**src/rtl/pipeline_sequencer_if.sv**
```systemverilog
// Pipeline sequencer bus: decode/execute/memory hazard inputs and the
// bypass, stall, flush and mul/div control outputs of the sequencer.
interface pipeline_sequencer_if;
    logic [4:0]  decRs1;
    logic [4:0]  decRs2;
    logic        decRs1Used;
    logic        decRs2Used;
    logic        decValid;
    logic        decIsMulDiv;
    logic [4:0]  exRd;
    logic        exWrEn;
    logic        exIsLoad;
    logic [4:0]  memRd;
    logic        memWrEn;
    logic        exBrMiss;
    logic        mdDone;
    logic [1:0]  op1BypassCtrl;
    logic [1:0]  op2BypassCtrl;
    logic        stallFetch;
    logic        stallDecode;
    logic        flushExecute;
    logic        flushDecode;
    logic        isBranchPredictMiss;
    logic        mdStart;
    logic        mdAbort;
    logic        mdTimeout;
    logic [15:0] stallCount;

    // Pipeline side: drives stage information, consumes control.
    modport master (
        output decRs1, decRs2, decRs1Used, decRs2Used, decValid, decIsMulDiv,
        output exRd, exWrEn, exIsLoad, memRd, memWrEn, exBrMiss, mdDone,
        input  op1BypassCtrl, op2BypassCtrl, stallFetch, stallDecode,
        input  flushExecute, flushDecode, isBranchPredictMiss,
        input  mdStart, mdAbort, mdTimeout, stallCount
    );

    // Sequencer side.
    modport slave (
        input  decRs1, decRs2, decRs1Used, decRs2Used, decValid, decIsMulDiv,
        input  exRd, exWrEn, exIsLoad, memRd, memWrEn, exBrMiss, mdDone,
        output op1BypassCtrl, op2BypassCtrl, stallFetch, stallDecode,
        output flushExecute, flushDecode, isBranchPredictMiss,
        output mdStart, mdAbort, mdTimeout, stallCount
    );
endinterface

```
**src/rtl/pipeline_sequencer.sv**
```systemverilog
// Pipeline sequencer: operand bypass selection, load-use stall, branch
// mispredict flush and a RUN/MD_WAIT FSM that holds the pipe while a
// multi-cycle mul/div unit works, aborting it on mispredict or timeout.
module pipeline_sequencer (
    input  logic                  clk,
    input  logic                  rst,
    pipeline_sequencer_if.slave   seqIf
);
    typedef enum logic [0:0] {RUN, MD_WAIT} stateT;

    stateT       state;
    stateT       stateNext;
    logic [5:0]  waitCnt;
    logic        loadUseHazard;
    logic        timeoutHit;
    logic        stallFetch;
    logic        stallDecode;
    logic        flushExecute;
    logic        flushDecode;
    logic        mdStart;
    logic        mdAbort;
    logic        mdTimeout;
    logic [15:0] stallCount;
    logic [1:0]  op1Sel;
    logic [1:0]  op2Sel;

    // EX/MEM result wins over MEM/WB; register 0 is never forwarded.
    function automatic logic [1:0] bypassSel(
        input logic [4:0] rs,
        input logic       used,
        input logic [4:0] exRd,
        input logic       exWrEn,
        input logic [4:0] memRd,
        input logic       memWrEn
    );
        if (used && exWrEn && exRd != 5'd0 && exRd == rs)
            return 2'd1;
        else if (used && memWrEn && memRd != 5'd0 && memRd == rs)
            return 2'd2;
        else
            return 2'd0;
    endfunction

    // Saturating increment so the stall counter pins at all-ones.
    function automatic logic [15:0] satInc(input logic [15:0] v);
        return (v == 16'hFFFF) ? v : v + 16'd1;
    endfunction

    // Forwarding selects are pure decode of the current stage registers.
    always_comb begin
        op1Sel = bypassSel(seqIf.decRs1, seqIf.decRs1Used, seqIf.exRd,
                           seqIf.exWrEn, seqIf.memRd, seqIf.memWrEn);
        op2Sel = bypassSel(seqIf.decRs2, seqIf.decRs2Used, seqIf.exRd,
                           seqIf.exWrEn, seqIf.memRd, seqIf.memWrEn);
    end

    // Load in EX whose result a used decode source needs next cycle.
    always_comb begin
        loadUseHazard = seqIf.exIsLoad && seqIf.exWrEn && seqIf.exRd != 5'd0 &&
                        ((seqIf.decRs1Used && seqIf.exRd == seqIf.decRs1) ||
                         (seqIf.decRs2Used && seqIf.exRd == seqIf.decRs2));
    end

    // Next state and control outputs; mispredict overrides everything,
    // and all control is held quiet while reset is asserted.
    always_comb begin
        stateNext    = state;
        stallFetch   = 1'b0;
        stallDecode  = 1'b0;
        flushExecute = 1'b0;
        flushDecode  = 1'b0;
        mdStart      = 1'b0;
        mdAbort      = 1'b0;
        timeoutHit   = 1'b0;
        if (!rst) begin
            stateNext = RUN;
        end else if (seqIf.exBrMiss) begin
            flushDecode  = 1'b1;
            flushExecute = 1'b1;
            mdAbort      = (state == MD_WAIT);
            stateNext    = RUN;
        end else begin
            unique case (state)
                RUN: begin
                    if (loadUseHazard) begin
                        stallFetch   = 1'b1;
                        stallDecode  = 1'b1;
                        flushExecute = 1'b1;
                    end else if (seqIf.decValid && seqIf.decIsMulDiv) begin
                        mdStart   = 1'b1;
                        stateNext = MD_WAIT;
                    end
                end
                MD_WAIT: begin
                    if (seqIf.mdDone) begin
                        stateNext = RUN;
                    end else begin
                        stallFetch   = 1'b1;
                        stallDecode  = 1'b1;
                        flushExecute = 1'b1;
                        if (waitCnt == 6'd63) begin
                            mdAbort    = 1'b1;
                            timeoutHit = 1'b1;
                            stateNext  = RUN;
                        end
                    end
                end
                default: stateNext = RUN;
            endcase
        end
    end

    // State register.
    always_ff @(posedge clk or negedge rst) begin
        if (!rst) state <= RUN;
        else      state <= stateNext;
    end

    // Wait counter restarts on each mul/div issue and counts MD_WAIT cycles.
    always_ff @(posedge clk or negedge rst) begin
        if (!rst)                                   waitCnt <= 6'd0;
        else if (state == RUN && stateNext == MD_WAIT) waitCnt <= 6'd0;
        else if (state == MD_WAIT)                  waitCnt <= waitCnt + 6'd1;
    end

    // Sticky timeout flag, cleared only by reset.
    always_ff @(posedge clk or negedge rst) begin
        if (!rst)            mdTimeout <= 1'b0;
        else if (timeoutHit) mdTimeout <= 1'b1;
    end

    // Count decode-stalled cycles, pinned at the maximum.
    always_ff @(posedge clk or negedge rst) begin
        if (!rst)             stallCount <= 16'd0;
        else if (stallDecode) stallCount <= satInc(stallCount);
    end

    assign seqIf.op1BypassCtrl       = op1Sel;
    assign seqIf.op2BypassCtrl       = op2Sel;
    assign seqIf.stallFetch          = stallFetch;
    assign seqIf.stallDecode         = stallDecode;
    assign seqIf.flushExecute        = flushExecute;
    assign seqIf.flushDecode         = flushDecode;
    assign seqIf.isBranchPredictMiss = seqIf.exBrMiss;
    assign seqIf.mdStart             = mdStart;
    assign seqIf.mdAbort             = mdAbort;
    assign seqIf.mdTimeout           = mdTimeout;
    assign seqIf.stallCount          = stallCount;
endmodule

```
**src/flat_wrapper.sv**
```systemverilog
// flat-port wrapper written by rule: the top's interface ports become plain ports
module pipeline_sequencer_flat 
  (clk, rst, seqIf_decRs1, seqIf_decRs2, seqIf_decRs1Used, seqIf_decRs2Used, seqIf_decValid, seqIf_decIsMulDiv, seqIf_exRd, seqIf_exWrEn, seqIf_exIsLoad, seqIf_memRd, seqIf_memWrEn, seqIf_exBrMiss, seqIf_mdDone, seqIf_op1BypassCtrl, seqIf_op2BypassCtrl, seqIf_stallFetch, seqIf_stallDecode, seqIf_flushExecute, seqIf_flushDecode, seqIf_isBranchPredictMiss, seqIf_mdStart, seqIf_mdAbort, seqIf_mdTimeout, seqIf_stallCount);
  pipeline_sequencer_if seqIf_i ();
  input  logic clk;
  input  logic rst;
  input wire logic [$bits(seqIf_i.decRs1)-1:0] seqIf_decRs1;
  input wire logic [$bits(seqIf_i.decRs2)-1:0] seqIf_decRs2;
  input wire logic [$bits(seqIf_i.decRs1Used)-1:0] seqIf_decRs1Used;
  input wire logic [$bits(seqIf_i.decRs2Used)-1:0] seqIf_decRs2Used;
  input wire logic [$bits(seqIf_i.decValid)-1:0] seqIf_decValid;
  input wire logic [$bits(seqIf_i.decIsMulDiv)-1:0] seqIf_decIsMulDiv;
  input wire logic [$bits(seqIf_i.exRd)-1:0] seqIf_exRd;
  input wire logic [$bits(seqIf_i.exWrEn)-1:0] seqIf_exWrEn;
  input wire logic [$bits(seqIf_i.exIsLoad)-1:0] seqIf_exIsLoad;
  input wire logic [$bits(seqIf_i.memRd)-1:0] seqIf_memRd;
  input wire logic [$bits(seqIf_i.memWrEn)-1:0] seqIf_memWrEn;
  input wire logic [$bits(seqIf_i.exBrMiss)-1:0] seqIf_exBrMiss;
  input wire logic [$bits(seqIf_i.mdDone)-1:0] seqIf_mdDone;
  output wire logic [$bits(seqIf_i.op1BypassCtrl)-1:0] seqIf_op1BypassCtrl;
  output wire logic [$bits(seqIf_i.op2BypassCtrl)-1:0] seqIf_op2BypassCtrl;
  output wire logic [$bits(seqIf_i.stallFetch)-1:0] seqIf_stallFetch;
  output wire logic [$bits(seqIf_i.stallDecode)-1:0] seqIf_stallDecode;
  output wire logic [$bits(seqIf_i.flushExecute)-1:0] seqIf_flushExecute;
  output wire logic [$bits(seqIf_i.flushDecode)-1:0] seqIf_flushDecode;
  output wire logic [$bits(seqIf_i.isBranchPredictMiss)-1:0] seqIf_isBranchPredictMiss;
  output wire logic [$bits(seqIf_i.mdStart)-1:0] seqIf_mdStart;
  output wire logic [$bits(seqIf_i.mdAbort)-1:0] seqIf_mdAbort;
  output wire logic [$bits(seqIf_i.mdTimeout)-1:0] seqIf_mdTimeout;
  output wire logic [$bits(seqIf_i.stallCount)-1:0] seqIf_stallCount;
  assign seqIf_i.decRs1 = seqIf_decRs1;
  assign seqIf_i.decRs2 = seqIf_decRs2;
  assign seqIf_i.decRs1Used = seqIf_decRs1Used;
  assign seqIf_i.decRs2Used = seqIf_decRs2Used;
  assign seqIf_i.decValid = seqIf_decValid;
  assign seqIf_i.decIsMulDiv = seqIf_decIsMulDiv;
  assign seqIf_i.exRd = seqIf_exRd;
  assign seqIf_i.exWrEn = seqIf_exWrEn;
  assign seqIf_i.exIsLoad = seqIf_exIsLoad;
  assign seqIf_i.memRd = seqIf_memRd;
  assign seqIf_i.memWrEn = seqIf_memWrEn;
  assign seqIf_i.exBrMiss = seqIf_exBrMiss;
  assign seqIf_i.mdDone = seqIf_mdDone;
  assign seqIf_op1BypassCtrl = seqIf_i.op1BypassCtrl;
  assign seqIf_op2BypassCtrl = seqIf_i.op2BypassCtrl;
  assign seqIf_stallFetch = seqIf_i.stallFetch;
  assign seqIf_stallDecode = seqIf_i.stallDecode;
  assign seqIf_flushExecute = seqIf_i.flushExecute;
  assign seqIf_flushDecode = seqIf_i.flushDecode;
  assign seqIf_isBranchPredictMiss = seqIf_i.isBranchPredictMiss;
  assign seqIf_mdStart = seqIf_i.mdStart;
  assign seqIf_mdAbort = seqIf_i.mdAbort;
  assign seqIf_mdTimeout = seqIf_i.mdTimeout;
  assign seqIf_stallCount = seqIf_i.stallCount;
  pipeline_sequencer u_core (.clk(clk), .rst(rst), .seqIf(seqIf_i));
endmodule
```
**config.mk**
```make
export PLATFORM = sky130hd
export DESIGN_NAME = pipeline_sequencer_flat
export DESIGN_NICKNAME = d
export VERILOG_FILES = /design/src/rtl/pipeline_sequencer_if.sv /design/src/rtl/pipeline_sequencer.sv /design/src/flat_wrapper.sv
export SDC_FILE = /design/constraint.sdc
export NUM_CORES = 1
export LEC_CHECK = 0
export ABC_AREA = 0
export BUFFER_PORTS_ARGS = -buffer_cell sky130_fd_sc_hd__buf_2
export CAP_MARGIN = 20
export CORE_MARGIN = 2
export CORE_UTILIZATION = 49
export DETAILED_ROUTE_END_ITERATION = 8
export PLACE_DENSITY = 0.84
export SLEW_MARGIN = 30
export SYNTH_ARGS = -nofsm -noshare
export SYNTH_HDL_FRONTEND = slang
export SYNTH_SLANG_ARGS = --single-unit
```
**constraint.sdc**
```tcl
create_clock -name clk -period 5.1 [get_ports clk]
set_input_delay 0.51 -clock clk [delete_from_list [all_inputs] [get_ports clk]]
set_output_delay 0.51 -clock clk [all_outputs]
set_load 0.01 [all_outputs]
```
**Word level (Yosys, flattened, before mapping)**

Cells that the tools add are included.
W data, S select, Z words.

- $add $sub $neg: 2
- Equal/unequal tests: 6
- Multiplexer cells: 32
- Bitwise operators: 2
- Reduce and logical (&&, ||, !) cells: 24

Operator list:

| kind | count |
|---|---|
| $mux W1 | 24 |
| $eq A5 B5 Y1 | 4 |
| $logic_and A1 B1 Y1 | 19 |
| $add A16 B1 Y16 const B | 1 |
| $eq A16 B16 Y1 const B | 1 |
| $mux W6 | 2 |
| $reduce_bool A5 Y1 | 2 |
| $mux W2 | 4 |
| $add A6 B1 Y6 const B | 1 |
| $eq A6 B6 Y1 const B | 1 |
| $pmux W1 S2 | 2 |
| $not A1 Y1 | 2 |
| $reduce_and A2 Y1 | 1 |
| $reduce_bool A2 Y1 | 1 |
| $logic_or A1 B1 Y1 | 1 |

- Bits in registers: 24
- Input port bits: 31
- Output and inout bits: 28
- Logic and storage cells: 70

**Longest topological paths before layout**

- Depth after elaboration: 10
- Mapped depth: 9

**Least setup slack after synthesis**

OpenSTA, ideal clock, no wires.

- Path type: input to output
- From: in seqIf_exRd[3]
- To: out seqIf_stallFetch
- Arrival time: 1865 ps
- Slack: 2725 ps
- Stages: 7
- Path buffers: 1
- Path through: xor2_1 > nor4_1 > and3_2 > o21ai_0 > o21ai_0 > nor2b_1 > buf_4

- Word-level cells in the longest chain between the ends: 8

RTL lines:

| item | line | RTL |
|---|---|---|
| start, declared | flat_wrapper.sv:13 | `input wire logic [$bits(seqIf_i.exRd)-1:0] seqIf_exRd;` |
| $eq A5 B5 Y1 (on tied branches) | pipeline_sequencer.sv:60, pipeline_sequencer.sv:61 |  |
| $logic_and A1 B1 Y1 (on tied branches) | pipeline_sequencer.sv:60, pipeline_sequencer.sv:61 |  |
| $logic_or A1 B1 Y1 | pipeline_sequencer.sv:60 | `((seqIf.decRs1Used && seqIf.exRd == seqIf.decRs1) \|\|` |
| $logic_and A1 B1 Y1 (*) | pipeline_sequencer.sv:59 | `loadUseHazard = seqIf.exIsLoad && seqIf.exWrEn && seqIf.exRd != 5'd0 &&` |
| $mux W1 (*) | -- |  |
| $pmux W1 S2 (*) | -- |  |
| $mux W1 (*) (2 in series) | -- |  |
| end, declared | flat_wrapper.sv:22 | `output wire logic [$bits(seqIf_i.stallFetch)-1:0] seqIf_stallFetch;` |

Every way passes the cells marked *; elsewhere a longest branch is shown, timed or not.

**Worst setup path after layout**

- From: in seqIf_exRd[3]
- To: out seqIf_stallFetch

- Word-level cells in the longest chain between the ends: 8

RTL lines:

| item | line | RTL |
|---|---|---|
| $eq A5 B5 Y1 (on tied branches) | pipeline_sequencer.sv:60, pipeline_sequencer.sv:61 |  |
| $logic_and A1 B1 Y1 (on tied branches) | pipeline_sequencer.sv:60, pipeline_sequencer.sv:61 |  |
| $logic_or A1 B1 Y1 | pipeline_sequencer.sv:60 |  |
| $logic_and A1 B1 Y1 (*) | pipeline_sequencer.sv:59 |  |
| $mux W1 (*) | pipeline_sequencer.sv:85 | `if (loadUseHazard) begin` |
| $pmux W1 S2 (*) | pipeline_sequencer.sv:83 | `unique case (state)` |
| $mux W1 (*) | pipeline_sequencer.sv:77 | `end else if (seqIf.exBrMiss) begin` |
| $mux W1 (*) | pipeline_sequencer.sv:75 | `if (!rst) begin` |

Marks and branches as above.

==> flow_summary.toml <==
[status]
status = "complete, no violations"

[clock_network]
cts_tree = "yes"
cts_htree_levels = 1
post_cts_resized = 0
cts_hold_buf = 0
clk_latency_ps = 320
clockBufferDepth = 2
root_buffer = "clkbuf_4"
cts_sinks = 24
cts.clk_slew.worst_paths_ps = 130
postCtsSetupBuffers = 0
cts-buffers-inserted = 3

[logic_synthesis]
synth-seq-cells = 24
synth_area_leaders = "dfrtp_1 (38%), xor2_1 (18%), nand4_1 (3.5%), a21oi_1 (2.8%), nand3_1 (2.8%)"
synth_top_cell_area_share_pct = 37.7
yosysWarnings = 0
synth_cells = 166
synth_most_common_cell = "xor2_1"
synth_cell_types = 40
synth.largest_area_cell = "dfrtp_1"
syn-num-nets = 199
yosys-top-cells-count = "xor2_1 (32), dfrtp_1 (24), nand2_1 (12)"
syn_area_per_cell_um2 = 9.59
synth_seq_area_share_pct = 37.7
synthArstFlopShare_pct = 100
synth_ff_type = "dfrtp_1"
synth_edf_count = 0
synth_area_um2 = 1590

[setup_path]
rr_startpoint = "u_core.seqIf.stallCount[0]$_DFFE_PN0P_"
end_kind = "primary output"
slowest_stage = "nor4_1"
cp_top_family = "simple AND/OR/NAND/NOR gates"
start_kind = "input port"
ff2ff_setup_slack_ps = 2840
critical_path_depth = 8
cp_num_buf_inv = 2
crit_fanout = 3
rr_worst_depth = 7
cpPeakStageDelay_ps = 280
crit_required_ps = 4590
critical_path_class = "input port to primary output"
crit_chain = "buf_2 -> xor2_1 -> nor4_1 -> and3_2 -> o21ai_0 -> o21ai_0 -> nor2b_1 -> buf_2"
regToRegEndpoint = "u_core.seqIf.stallCount[1]$_DFFE_PN0P_"
arrival_ps = 2130

[power_and_ir_drop]
irDropWorstVdd_v = 0.000117
power.density_nw_per_um2 = 215
p_int_uw = 290
p_comb_share_pct = 20.1
seq_power_share_pct = 55.5
clkPwrFrac_pct = 24.4
swShare_pct = 30.2
p_sw_uw = 125
p_leak_nw = 1.02

[die]
coreArea_um2 = 3080
row_count = 20
fp.dieH_um = 61.0
initial_core_util_pct = 51.7
die_w_um = 61.0
ios = 59
die-area_um2 = 3720

[place]
port_buffers = 58
globalplace.congestion = 0.807
hpwlAfterDp_um = 2740
placed_cells = 261

[drt]
wl_per_cell_um = 13.2
drcViolationCount = 0
avgViaCountPerCell = 5.40
drtPass1Iterations = 4
dr_total_vias = 1432
drt_iter0_drc = 56
finalWirelength_um = 3510
antenna_left = 0

[timing]
relSlewSlack_pct = 61.9
hold_violations = 0
final.period_utilization_pct = 51.8
period_needed_ps = 2640
finalMaxSlewViolations = 0
setup_viol = 0
hold-worst-slack_ps = 164
fin_setup_tns_ps = 0
worst_pin_slew_ps = 571
rsz0062_at_grt = "false"
max_freq_mhz = 379
clock_skew_ps = 4.47

[finish]
antenna_cells = 0
drive_gt1_share_pct = 31.7
syn_to_final_growth_pct = 21.2
fin_cells = 265
nets = 255

[worst_hold_path]
hp-class = "input port to asynchronous set/reset pin"

[global_routing]
grt_pass1_vias = 1301
antenna_found_initial = 0
grt_max_degree = 29
grt_overflow_total = 0
grt_first_pass_wirelength_um = 5760
grt_usage_pct = 20.9

[run]
drv_cap = 0
[cells by family (layout without fill, tap and decap cells)]
group	after synthesis	in the layout	share of synthesized area, %
buf+inv	9	64	3.22
simple gates	64	64	21.4
compound gates	29	29	15.0
flops	24	24	37.7
fa+ha+maj	2	2	1.57
xor+xnor	37	37	20.4
mux	1	1	0.707
[placed cells by master, fill, tap and decap left out, types with 2 or more instances in the layout]
master	synthesis	routed
a211oi_1	3	3
a21oi_1	9	9
a41o_1	2	2
and3_1	3	3
and3_2	3	3
buf_2	1	58
clkbuf_4	0	3
dfrtp_1	24	24
ha_1	2	2
inv_1	2	2
nand2_1	12	12
nand2b_1	6	6
nand3_1	9	9
nand4_1	9	9
nor2_1	9	9
nor3_1	4	4
nor4_1	4	4
o21ai_0	4	4
xnor2_1	5	5
xor2_1	32	32
[metrics by stage]
step                total power, mW  setup WS (ps)  utilization, %  cell area (µm²)
finish                        0.415           2460            62.7             1930
global route                  0.438           2180            62.7             1930
detailed placement            0.317           2460            61.5             1890
floorplan                     0.276           2730               -             1590
CTS                           0.414           2450            62.7             1930
global placement              0.314           2520            61.5             1890
[registers in the layout, summed over array words and instances (netlist names)]
| register | count |
|---|---|
| u_core.seqIf.stallCount | 16 |
| u_core.waitCnt | 6 |
| u_core.state | 1 |
| u_core.seqIf.mdTimeout | 1 |
[power groups by stage]
stage	combinational [mW]	clock [mW]	sequential, mW
after floorplan	0.0457	0	0.230
after global placement	0.0816	0	0.232
after detailed placement	0.0837	0	0.233
after CTS	0.0839	0.101	0.230
after global routing	0.0951	0.110	0.233
final	0.0832	0.101	0.230
[how the worst max path moves through the flow]
stage	start	endpoint	slack, ps
floorplan	seqIf_exRd[3]	seqIf_stallFetch	2730
global placement	seqIf_exRd[3]	seqIf_stallDecode	2520
detailed placement	seqIf_exRd[3]	seqIf_stallFetch	2460
CTS	seqIf_exRd[3]	seqIf_stallFetch	2450
global route	seqIf_exRd[0]	seqIf_stallDecode	2180
finish	seqIf_exRd[3]	seqIf_stallFetch	2460
[layout make-up]
type | count | area (µm²)
clock buffers | 4 | 36.3
inverters | 2 | 7.51
repair buffers | 58 | 290
flip-flops and latches | 24 | 601
multi-input cells | 133 | 940
fillers | 266 | 1150
well taps | 44 | 55.1
[per-layer routing]
layer / part of all wire [%] / track usage (%)
met5: 0 / 0
met1: 45 / 27.8
met3: 4.6 / 2.13
met2: 49 / 34.9
met4: 1.4 / 8.07
Power figures use the tool's default switching activity.
